===== config.mk =====
export PLATFORM = sky130hd
export DESIGN_NAME = adder_share_arb
export DESIGN_NICKNAME = d
export VERILOG_FILES = /design/src/rtl/adder_share_pkg.sv /design/src/rtl/adder_share_arb_add.sv /design/src/rtl/adder_share_arb.sv
export SDC_FILE = /design/constraint.sdc
export NUM_CORES = 1
export LEC_CHECK = 0
export CORE_ASPECT_RATIO = 1.5
export CORE_MARGIN = 3
export CORE_UTILIZATION = 41
export DETAILED_ROUTE_END_ITERATION = 8
export PLACE_DENSITY = 0.94
export SLEW_MARGIN = 40
export SYNTH_ARGS = -nofsm -noshare
export SYNTH_HDL_FRONTEND = slang
export SYNTH_SLANG_ARGS = --single-unit

===== constraint.sdc =====
create_clock -name clk -period 4.7 [get_ports clk]
set_input_delay 0.47 -clock clk [delete_from_list [all_inputs] [get_ports clk]]
set_output_delay 0.47 -clock clk [all_outputs]
set_load 0.005 [all_outputs]

===== src/rtl/adder_share_pkg.sv =====
// Shared types and constants for the shared-adder arbiter.
package adder_share_pkg;

    typedef enum logic {
        ST_EMPTY = 1'b0,
        ST_FULL  = 1'b1
    } state_e;

    localparam int DEF_WIDTH = 32;
    localparam int DEF_NREQ  = 4;
    localparam int DEF_CNTW  = 16;

    // ceil(log2(n)), never below 1 so a 1-bit id always exists
    function automatic int clog2_min1(input int n);
        int r;
        r = 0;
        while ((1 << r) < n) r++;
        return (r < 1) ? 1 : r;
    endfunction

endpackage


===== src/rtl/adder_share_arb_add.sv =====
// Generated adder: WIDTH-bit operands, WIDTH+1-bit sum, no carry-in.
module adder_share_arb_add #(
    parameter int WIDTH = 32
) (
    input  logic [WIDTH-1:0] a,
    input  logic [WIDTH-1:0] b,
    output logic [WIDTH:0]   sum
);

    assign sum = {1'b0, a} + {1'b0, b};

endmodule


===== src/rtl/adder_share_arb.sv =====
// Round-robin arbiter sharing one adder among NREQ requesters, with a
// single-entry valid/ready result register and an accepted-op counter.
module adder_share_arb
    import adder_share_pkg::*;
#(
    parameter int WIDTH = DEF_WIDTH,
    parameter int NREQ  = DEF_NREQ,
    parameter int IDW   = clog2_min1(NREQ),
    parameter int CNTW  = DEF_CNTW
) (
    input  logic                  clk,
    input  logic                  rst,
    input  logic [NREQ-1:0]       req_valid,
    input  logic [NREQ*WIDTH-1:0] req_a,
    input  logic [NREQ*WIDTH-1:0] req_b,
    output logic [NREQ-1:0]       req_ready,
    output logic                  res_valid,
    input  logic                  res_ready,
    output logic [WIDTH:0]        res_sum,
    output logic [IDW-1:0]        res_id,
    output logic [CNTW-1:0]       ops_cnt
);

    localparam logic [IDW:0]   NREQ_E = (IDW+1)'(NREQ);
    localparam logic [IDW-1:0] LAST   = IDW'(NREQ - 1);

    state_e             state_q, state_d;
    logic [WIDTH:0]     res_sum_q, res_sum_d;
    logic [IDW-1:0]     res_id_q, res_id_d;
    logic [CNTW-1:0]    ops_cnt_q, ops_cnt_d;
    logic [IDW-1:0]     ptr_q, ptr_d;

    logic [NREQ-1:0][WIDTH-1:0] a_arr, b_arr;
    logic [WIDTH-1:0]   a_sel, b_sel;
    logic [WIDTH:0]     sum;
    logic               gnt_found;
    logic [IDW-1:0]     gnt_idx;
    logic [IDW:0]       idx_ext;
    logic               can_accept;
    logic               xfer;

    assign a_arr = req_a;
    assign b_arr = req_b;

    // Round-robin search: first valid index at or after ptr, wrapping
    always_comb begin
        gnt_found = 1'b0;
        gnt_idx   = '0;
        idx_ext   = '0;
        for (int k = 0; k < NREQ; k++) begin
            idx_ext = {1'b0, ptr_q} + (IDW+1)'(k);
            if (idx_ext >= NREQ_E) idx_ext = idx_ext - NREQ_E;
            if (!gnt_found && req_valid[idx_ext[IDW-1:0]]) begin
                gnt_found = 1'b1;
                gnt_idx   = idx_ext[IDW-1:0];
            end
        end
    end

    // Result register can take new data when empty or being drained this cycle
    always_comb begin
        can_accept = (state_q == ST_EMPTY) || res_ready;
        xfer       = gnt_found && can_accept;
        req_ready  = '0;
        if (xfer) req_ready[gnt_idx] = 1'b1;
        a_sel = a_arr[gnt_idx];
        b_sel = b_arr[gnt_idx];
    end

    adder_share_arb_add #(.WIDTH(WIDTH)) u_add (
        .a   (a_sel),
        .b   (b_sel),
        .sum (sum)
    );

    // Next-state: load sum/id on transfer, advance pointer past the winner
    always_comb begin
        state_d   = state_q;
        res_sum_d = res_sum_q;
        res_id_d  = res_id_q;
        ops_cnt_d = ops_cnt_q;
        ptr_d     = ptr_q;
        if (xfer) begin
            state_d   = ST_FULL;
            res_sum_d = sum;
            res_id_d  = gnt_idx;
            ops_cnt_d = ops_cnt_q + CNTW'(1);
            ptr_d     = (gnt_idx == LAST) ? '0 : gnt_idx + IDW'(1);
        end else if (can_accept) begin
            state_d = ST_EMPTY;
        end
    end

    // Result FSM and registers; reset drops any in-flight result
    always_ff @(posedge clk) begin
        if (rst) begin
            state_q   <= ST_EMPTY;
            res_sum_q <= '0;
            res_id_q  <= '0;
            ops_cnt_q <= '0;
            ptr_q     <= '0;
        end else begin
            state_q   <= state_d;
            res_sum_q <= res_sum_d;
            res_id_q  <= res_id_d;
            ops_cnt_q <= ops_cnt_d;
            ptr_q     <= ptr_d;
        end
    end

    assign res_valid = (state_q == ST_FULL);
    assign res_sum   = res_sum_q;
    assign res_id    = res_id_q;
    assign ops_cnt   = ops_cnt_q;

endmodule


# Yosys cells after proc, flatten, opt, wreduce, memory -nomap -nowiden

Cells that the tools add are included.

ROM bits: 0
Word-level logic and storage cells: 67
Output and inout port bits: 56
Input bits: 263
Register bits: 54
Bits in latches: 0
Bits in writable memories: 0
Memories kept: 0

Reductions and logical operators: 10
Magnitude comparators: 10
Shift operators: 0
Multipliers: 0
Div/mod/pow operators: 0
Add/subtract/negate cells: 10
Equal/unequal tests: 1
Bitwise gates (word level): 1
Muxes and demuxes: 30

Operators with widths:

| operator                                                              | count |
|---|---|
| 32-bit binary-select mux with 2-bit select                            | 2 |
| 32-bit 2-to-1 mux                                                     | 2 |
| 32-bit by 32-bit adder with 33-bit output                             | 1 |
| 2-bit 2-to-1 mux                                                      | 9 |
| 16-bit by 1-bit adder with 16-bit output, second input constant       | 1 |
| 2-bit by 3-bit < comparator with 1-bit output, second input constant  | 5 |
| 1-bit 2-to-1 mux                                                      | 11 |
| 3-bit >= comparator, second input constant                            | 3 |
| 1-bit binary-select mux with 2-bit select                             | 4 |
| 2-bit by 1-bit subtractor with 2-bit output, second input constant    | 4 |
| 2-bit by 2-bit adder with 3-bit output, second input constant         | 2 |
| 1-bit logical AND                                                     | 5 |
| 4-bit 2-to-1 mux                                                      | 1 |
| 2-bit by 1-bit adder with 3-bit output, second input constant         | 1 |
| 2-bit by 3-bit >= comparator with 1-bit output, second input constant | 1 |
| 1-bit logical NOT                                                     | 3 |
| 2-bit by 1-bit adder with 2-bit output, second input constant         | 1 |
| 1-bit demux with 2-bit select                                         | 1 |
| 2-bit == test, second input constant                                  | 1 |
| 2-bit by 1-bit >= comparator with 1-bit output, second input constant | 1 |
| 2-bit nonzero test                                                    | 1 |
| 1-bit logical OR                                                      | 1 |
| 1-bit inverter                                                        | 1 |

# Depth between registers and ports, before layout

Gate-level depths: netlist of the first run.

Depth in word-level cells: 19
Gate-level depth with buffers: 21
Depth with buffers taken out: 19

# Hierarchy

A second synthesis of the first run with hierarchy kept.

Cells, all modules: 896
Area, all modules: 5982.0 um^2

Modules (own cells, without submodules):

| module              | area an instance (um^2) | cells each | times used | sequential area each (um^2) |
|---|---|---|---|---|
| adder_share_arb     | 4030.1                  | 631        | 1          | 1081.0 |
| adder_share_arb_add | 1951.9                  | 265        | 1          | 0.0 |

# Worst setup path before layout of the first run

No wires, ideal clock.

Path kind: in2reg
Start point: in req_valid[0]
End point: reg res_sum_q[31] (netlist: res_sum[31])
Setup time: 0.117 ns
Path slack: 0.863 ns
Path buffers: 2
Data arrival time: 3.720 ns
Data required time: 4.583 ns
Stages on the path: 18
Cell sequence: inv_1 > nor2_1 > a21oi_1 > nor2_1 > a211oi_2 > clkbuf_1 > clkbuf_1 > nand2_1 > a31oi_1 > ha_1 > a211oi_2 > o21ai_2 > or3b_4 > o22ai_1 > a311oi_2 > a31oi_1 > xor2_1 > a22o_1

Longest elaborated chain between the ends: 15
Elaborated cells on any way between the ends: 28
Those cells by class: add/sub: 1; mux: 20; reduce/logical: 7

Ends and longest elaborated chain:

| what                                                          | line                                         | text |
|---|---|---|
| start, declared                                               | adder_share_arb.sv:13                        | `input logic [NREQ-1:0] req_valid,` |
| 1-bit binary-select mux with 2-bit select                     | adder_share_arb.sv:53                        | `if (!gnt_found && req_valid[idx_ext[IDW-1:0]]) begin` |
| 1-bit 2-to-1 mux (not written as such)                        | adder_share_arb.sv:53                        |  |
| 1-bit 2-to-1 mux                                              | adder_share_arb.sv:53                        |  |
| 1-bit logical NOT                                             | adder_share_arb.sv:53                        |  |
| 1-bit logical AND                                             | adder_share_arb.sv:53                        |  |
| 1-bit 2-to-1 mux                                              | adder_share_arb.sv:53                        |  |
| 1-bit logical NOT                                             | adder_share_arb.sv:53                        |  |
| 1-bit logical AND                                             | adder_share_arb.sv:53                        |  |
| 1-bit 2-to-1 mux                                              | adder_share_arb.sv:53                        |  |
| 1-bit logical NOT                                             | adder_share_arb.sv:53                        |  |
| 1-bit logical AND                                             | adder_share_arb.sv:53                        |  |
| 2-bit 2-to-1 mux                                              | adder_share_arb.sv:53                        |  |
| 32-bit binary-select mux with 2-bit select (on tied branches) | adder_share_arb.sv:66, adder_share_arb.sv:67 |  |
| 32-bit 2-to-1 mux (on tied branches)                          | adder_share_arb.sv:66, adder_share_arb.sv:67 |  |
| 32-bit by 32-bit adder with 33-bit output                     | adder_share_arb_add.sv:10                    | `assign sum = {1'b0, a} + {1'b0, b};` |
| end signal, assigned                                          | adder_share_arb.sv:104                       | `res_sum_q <= res_sum_d;` |
| end, declared                                                 | adder_share_arb.sv:28                        | `logic [WIDTH:0] res_sum_q, res_sum_d;` |

Several ways; a longest one is shown, not always the timed one. The select of a mux whose other input is x is not followed.
A chain may end at the register's enable or synchronous reset.

# Worst setup path after layout of the first run

Start point: in req_valid[1]
End point: reg res_sum_q[31] (netlist: res_sum[31])

Same word-level chain as after synthesis.

==> results.txt, run 1 <==
The number of fillers in the final layout is 1137. The worst-case clock skew came out at a little under 0.003 ns. The tree is rooted in a clkbuf_16. The global-route wire length before repair came out at 36.9 mm. Row generation in the floorplan step produced 53 rows. Clock tree synthesis inserted a total of 5 buffers.

After detailed routing, the number of vias per cell comes to around 5.6. The worst setup path is launched from an input port. The area of the placeable core came out at 14100 um^2. After clock tree synthesis, the clock-pin slew on the worst setup and hold paths is 0.07 ns. The maximum net fanout on the critical path is 16. The total via count in the routed design came out at a little under 8000.

The top cell type's share of synthesized area is 20.5%. The vertical extent of the die is 153 um. CTS built an H-tree with a depth of 2. The time the worst path needs with I/O delays and setup came out at 4.52 ns. The congestion estimate from routability-driven global placement came to 0.991. The final clock period utilization by the worst path came out at a little over nine tenths. Hold repair after CTS inserted 0 buffers. Dividing the detail-routed wire length by the instance count gives approximately 17 um. The dominant synthesized flop cell is dfxtp_1.

In the final layout, the share of cells above drive strength 1 is 5.95%. At the placement stage, the worst setup path has a slack of -0.0853 ns. When the netlist entered floorplanning its net count stood at 1221. In this run the deepest clock path goes through 2 buffers. The number of diodes is 0.

The area of combinational cells with multiple inputs is ~4600 um^2. The worst setup path is captured at a flip-flop. Once detailed placement completed, the half-perimeter wirelength came to 19.4 mm. The mapped cell area is 5920 um^2. The number of antenna violations at the first check in global routing is 0. The number of global-route vias before repair came to 7465. At the end of the flow, the number of nets in the layout was 1510.

From left edge to right edge, the die measures 104 um. TritonCTS built the clock tree. STA puts the critical path data arrival time at roughly 4.7 ns. In the post-route analysis, the smallest setup slack over all paths is 0.183 ns. The total wire length came out at 23.8 mm.

By area the synthesized netlist is led by nand2_1 20%, dfxtp_1 18%, and3_1 7.9%. The initial cell density of the core is 42.1%. The number of ports placed on the die boundary is 319. In the routed design, unresolved DRC markers number 0. The area enclosed by the die boundary came out at 15900 um^2.

The critical path in this run is classified as input port to flip-flop. The combined flip-flop and latch cell area is about 1100 um^2. The later-pin clock latency in the skew report came out at 0.29 ns. Summed over all failing endpoints, the final setup total negative slack is 0 ns. The number of buffer cells added on primary ports came out at ~320.

The run finished with clean final reports. The largest voltage drop on the vdd net came out at 0.288 mV. The filler-free cell count of the finished design is 1402.

The remaining max-slew budget at the tightest pin came out at ~47%. The fraction of registers with async set/reset is 0%. For this run, the top clock speed supported by timing is 0.221 GHz. The global router's overall resource usage came out at 28.0%. In this run, synthesis produced a sequential element count of 54. The gate count of the mapped netlist is 920. The sequential element share of the synthesized area came out at 18.3%. Relative to the synthesized area, the layout overhead comes to 61.8%. The static leakage is 4.05 nW. The post-place instance area came out at 9360 um^2. The leftover overflow at the end of global routing is 0.

The final setup violation count came out at 0. The cell taking the most area after synthesis is nand2_1. After the first detailed-routing iteration, the DRC count stood at ~550. In this run, synthesis inferred 0 flip-flops with an integrated enable. Once detail routing completed, the nets flagged for antenna violations numbered 0. Yosys mapped the design onto 59 distinct sky130hd cell types. Setup repair after global routing could not meet its margin everywhere. The maximum number of pins on one net before global-route repair is 47. For this run, the detailed router's first-pass iteration total came to 5. The count of final max-slew check failures was 0. In this run the power density over the cells is 426 nW/um^2. The post-route cell area came out at 9570 um^2. The number of hold violations in the final report came out at 0.

The tightest hold path in the finished design has a slack of between 0.4 and 0.5 ns. The actual transition at the worst max-transition pin is 0.789 ns. The worst reg2reg path depth came out at 18. The sink count of the clock tree is 54. The mean post-synth cell area is 6.43 um^2.

The number of stages on the worst hold path came out at 2. The count of max-cap constraint violations is 0. The count of synthesis-stage warnings from yosys came out at 0. The data required time of the critical path came out at 4.89 ns. The class of the worst hold path is flip-flop to flip-flop.

The number of cells after detailed placement is 1393.
kinds of logic (layout without fill, tap and decap cells):
kind of cell / count (synthesis) / after routing / synth area share, %
buf+inv: 82 / 372 / 5.50
mux: 3 / 3 / 0.507
xor+xnor: 37 / 37 / 5.48
compound gates: 216 / 216 / 25.5
fa+ha+maj: 38 / 38 / 8.16
simple gates: 490 / 490 / 36.6
flops: 54 / 54 / 18.3
registers in the layout (all words and copies together), names as in the netlist:
name	flops
ops_cnt	16
ptr_q	2
res_id	2
res_sum	33
res_valid	1
final timing paths:
kind	endpoint	slack, ns	start
worst max-delay path	res_sum[31]$_SDFFE_PP0P_	0.18	req_valid[1]
worst max register to register	res_sum[31]$_SDFFE_PP0P_	0.53	ptr_q[0]$_SDFFE_PP0P_
worst min-delay path	res_sum[3]$_SDFFE_PP0P_	0.45	res_sum[3]$_SDFFE_PP0P_
worst min register to register	res_sum[3]$_SDFFE_PP0P_	0.45	res_sum[3]$_SDFFE_PP0P_
per-layer routing:
layer	track usage, %	wire length (um)	vias up
met5	0	0	-
met4	10.9	950	0
met3	3.89	1550	69
met2	52.5	12300	392
met1	31.7	9050	3562
li1	-	-	3774
placed cells by master, fill, tap and decap left out, types with 12 or more instances in the layout:
cell / Yosys / layout
nand2_1: 323 / 323
clkdlybuf4s50_1: 0 / 317
and3_1: 75 / 75
a31oi_1: 72 / 70
dfxtp_1: 54 / 54
a21oi_1: 50 / 50
nor2_1: 39 / 38
ha_1: 37 / 36
buf_4: 0 / 29
xor2_1: 19 / 19
xnor2_1: 18 / 18
o21ai_0: 17 / 17
inv_1: 14 / 12
a21o_1: 12 / 12
nand3_1: 12 / 12
stage by stage:
stage,util [%],total power [mW]
2_1_floorplan,-,2.51
3_3_place_gp,66.6,3.53
3_5_place_dp,66.6,3.61
4_1_cts,67.8,4.03
5_1_grt,68.1,4.37
6_report,68.1,4.08
cell usage after synthesis (3+ instances only):
master,number
mux2i_1,3
nand2_1,323
a22o_1,11
nand2b_1,7
or3_1,3
clkbuf_1,57
o21a_1,3
xnor2_1,18
or2_2,3
a31oi_1,72
o21bai_1,7
and2_1,4
o21ai_1,4
xor2_1,19
o21ai_0,17
and3_1,75
ha_1,37
buf_2,8
inv_1,14
o22ai_1,4
a211oi_2,4
nand3_1,12
nand4_1,9
a21o_1,12
nor2b_1,4
a211oi_1,7
nor2_1,39
dfxtp_1,54
a21oi_1,50
power by group:
| group | internal, mW | leakage, nW | switching, mW |
|---|---|---|---|
| Clock | 0.249 | 0.0836 | 0.163 |
| Sequential | 0.594 | 0.445 | 0.0860 |
| Combinational | 1.41 | 3.52 | 1.58 |
| Total | 2.25 | 4.05 | 1.83 |
area by class of cell:
| class | count | share of cell area, % |
|---|---|---|
| clock buffers | 5 | 1.31 |
| clock inverters | 3 | 0.418 |
| inverters | 14 | 0.562 |
| multi-input cells | 784 | 47.7 |
| flip-flops and latches | 54 | 11.3 |
| well taps | 192 | 2.51 |
| repair buffers | 350 | 36.2 |
timing repair:
| item | CTS | global route |
|---|---|---|
| buffers inserted | 0 | 1 |
| resized for setup | 0 | 6 |
| endpoints found under the setup margin | 0 | 8 |
critical path: stages:
cell             delay [ns]
clkdlybuf4s50_1        0.53
inv_1                  0.08
a21oi_1                0.13
nor2_1                 0.08
a211oi_4               0.29
clkinv_2               0.33
buf_4                  0.28
nand2_1                0.07
and3_1                 0.16
a31oi_1                0.05
ha_1                   0.37
o21ai_0                0.26
o21bai_1               0.18
o31ai_2                0.29
o22ai_1                0.14
a311oi_2               0.42
a31oi_1                0.17
xor2_1                 0.17
a22o_1                 0.23
(Power assumes the default switching activity.)
==> run 2: changes to the inputs <==
CTS_BUF_LIST = sky130_fd_sc_hd__clkbuf_16   (was unset)
GPL_ROUTABILITY_DRIVEN = 0   (was unset)
==> results.txt, run 2 (synthesized netlist as in run 1, its figures left out) <==
The post-route DRC violation count came out at 0 (unchanged). The final clock period utilization by the worst path is 95.2% (was 96.1%). The initial detailed-routing violation count was 520 (was 548). The static leakage came to 4.04 nW (was 4.05 nW).

List of cells traversed by the critical path: clkdlybuf4s50_1 > inv_1 > a21oi_1 > nor2_1 > a211oi_4 > buf_4 > buf_16 > nand2_1 > and3_1 > a31oi_1 > ha_2 > fa_1 > a21oi_1 > o211ai_2 > nand4_2 > o211ai_4 > a41oi_4 > o31ai_4 > mux2i_1 > o2bb2ai_1 (was clkdlybuf4s50_1 > inv_1 > a21oi_1 > nor2_1 > a211oi_4 > clkinv_2 > buf_4 > nand2_1 > and3_1 > a31oi_1 > ha_1 > o21ai_0 > o21bai_1 > o31ai_2 > o22ai_1 > a311oi_2 > a31oi_1 > xor2_1 > a22o_1). The deepest clock path buffer count was 2 (unchanged). The count of max-cap constraint violations came to 0 (unchanged).

The number of standard-cell rows in the floorplan came out at 53 (unchanged). The largest voltage drop on the vdd net is 0.225 mV (was 0.288 mV). The number of hold violations in the final report is 0 (unchanged). The area enclosed by the die boundary is 15900 um^2 (unchanged). The number of antenna violations at the first check in global routing is 2 (was 0). The actual transition at the worst max-transition pin came to 0.802 ns (was 0.789 ns).

The final core utilization came to 68.0% (was 68.1%). The later-pin clock latency in the skew report came out at 0.29 ns (about the same). The final worst slack came out at 0.226 ns (was 0.183 ns).

The area of the placeable core came to 14100 um^2 (unchanged). The estimated wirelength of the detail-placed design came out at 19.2 mm (was 19.4 mm). The ratio of total power to cell area is 421 nW/um^2 (was 426 nW/um^2). The data required time of the critical path came out at 4.92 ns (was 4.89 ns).

The time the worst path needs with I/O delays and setup is 4.47 ns (was 4.52 ns). The root cell of the clock tree is clkbuf_16 (unchanged). The most common library cell in the layout ignoring fill and taps is nand2_1 (unchanged). The H-tree depth was 2 (unchanged). RSZ-0062 raised after global routing: no (was yes). The vertical extent of the die is 153 um (unchanged). The final setup violation count is 0 (unchanged). The critical-path cell with the highest stage delay is clkdlybuf4s50_1 (unchanged). Highest-count cells in the layout ignoring fill and taps: 323 x nand2_1, 317 x clkdlybuf4s50_1, 75 x and3_1 (unchanged). The number of clock buffers inserted by TritonCTS came out at 5 (unchanged). The number of buffer cells added on primary ports came to 318 (unchanged).

The category of the worst setup path launch point is an input port (unchanged). The pre-CTS setup slack was -0.0738 ns (was -0.0853 ns). The clock transition at the register clock pins on the worst setup and hold paths after CTS came out at 0.06 ns (was 0.07 ns). The leftover overflow at the end of global routing came out at 0 (unchanged). The global-route wire length before repair came out at 36.8 mm (was 36.9 mm).

The maximum number of pins on one net before global-route repair came out at 68 (was 47). The die span in x came to 104 um (unchanged). The layout net count was 1507 (was 1510). The type of element capturing the critical path is a flip-flop (unchanged). The post-synthesis to final-layout area growth is 61.5% (was 61.8%). The number of cells after detailed placement is 1390 (was 1393). The TritonCTS clock tree is built (unchanged). Result of the run: completed (unchanged). The flip-flop count of the largest register, all copies and words added was 33 (unchanged). The share of layout cells above drive strength 1 is 5.39% (was 5.95%).

The number of buffers inserted by hold repair at cts is 0 (unchanged). The global router's overall resource usage came out at 27.9% (was 28.0%). The sink count of the clock tree came to 54 (unchanged). The remaining max-slew budget at the tightest pin is 46.0% (was 47.2%).

The average routed wire per standard cell was 16.7 um (was 17.0 um). The worst hold slack across all endpoints is 0.448 ns (was 0.451 ns). The dominant cell type by count on the critical path is a21oi_1 (was a31oi_1). The filler-free cell count of the finished design is 1400 (was 1402). The setup slack of the worst register-to-register path is 0.57 ns (was 0.53 ns).

The number of global-route vias before repair came out at 7432 (was 7465). The setup total negative slack came out at 0 ns (unchanged). The first-pass iteration count of the detailed router is 5 (unchanged). The worst path arrival time is 4.69 ns (was 4.70 ns). The type of the worst setup path is input port to flip-flop (unchanged). The worst-case clock skew is 0.00314 ns (was 0.00293 ns). The maximum net fanout on the critical path came out at 60 (was 16). The total wire length is 23.4 mm (was 23.8 mm). The peak per-stage delay on the critical path is 0.53 ns (about the same).

The initial cell density of the core is 42.1% (unchanged). The remaining number of nets flagged by the antenna check after routing is 0 (unchanged). The total via count in the routed design is 7715 (was 7797). The number of ports placed on the die boundary came out at 319 (unchanged). The count of final max-slew check failures is 0 (unchanged). The via density per instance is 5.51 (was 5.56). The highest achievable clock rate came out at 0.224 GHz (was 0.221 GHz). The class of the worst hold path is flip-flop to flip-flop (unchanged).
## run 2: metrics by stage
stage                     total power [mW]  cell area, um^2
final                                 4.02             9560
after global routing                  4.33             9560
after CTS                             3.98             9530
after detailed placement              3.61             9390
after global placement                3.54             9390
after floorplan                       2.51             5920
## run 2: path summary, 6_finish.rpt
| kind | to | from | depth (start not counted) |
|---|---|---|---|
| worst max-delay path | res_sum[28]$_SDFFE_PP0P_ | req_valid[1] | 20 |
| worst min-delay path | res_sum[12]$_SDFFE_PP0P_ | res_sum[12]$_SDFFE_PP0P_ | 2 |
| worst max register to register | res_sum[28]$_SDFFE_PP0P_ | ptr_q[0]$_SDFFE_PP0P_ | 19 |
| worst min register to register | res_sum[12]$_SDFFE_PP0P_ | res_sum[12]$_SDFFE_PP0P_ | 2 |
## run 2: layout make-up
class,instances,area (um^2)
clock buffers,5,125
well taps,192,240
fillers,1130,4500
inverters,14,53.8
clock inverters,2,11.3
multi-input cells,784,4550
diodes,2,5.00
flip-flops and latches,54,1080
repair buffers,347,3490
## run 2: routing by layer
layer / track usage (%) / vias up / wire [um]
met4: 9.44 / 0 / 675
met3: 3.51 / 42 / 1500
li1: - / 3776 / -
met2: 52.4 / 362 / 12200
met5: 0 / - / 0
met1: 32.4 / 3535 / 9020
## run 2: timing repair
item / 4_1_cts / 5_1_grt
buffers inserted: 0 / 1
endpoints found under the setup margin: 0 / 5
resized for setup: 0 / 3
## run 2: where the power goes
| group | internal (mW) | switching (mW) | total, mW |
|---|---|---|---|
| Combinational | 1.42 | 1.57 | 3.00 |
| Sequential | 0.594 | 0.0804 | 0.675 |
| Clock | 0.193 | 0.154 | 0.347 |
## run 2: worst max-delay path: cells and delay by family
family / cells / cell delay (ns)
AO/OA/AOI/OAI: 9 / 1.87
buffers and inverters: 4 / 1.10
AND/OR/NAND/NOR: 4 / 0.52
adder cells (fa/ha/maj): 2 / 0.46
multiplexers: 1 / 0.21
==> run 3: changes to the inputs <==
CTS_CLUSTER_DIAMETER = 60   (was unset)
==> results of run 3 <==
Same layout as run 2: the final DEF is identical, and so are final timing and power.
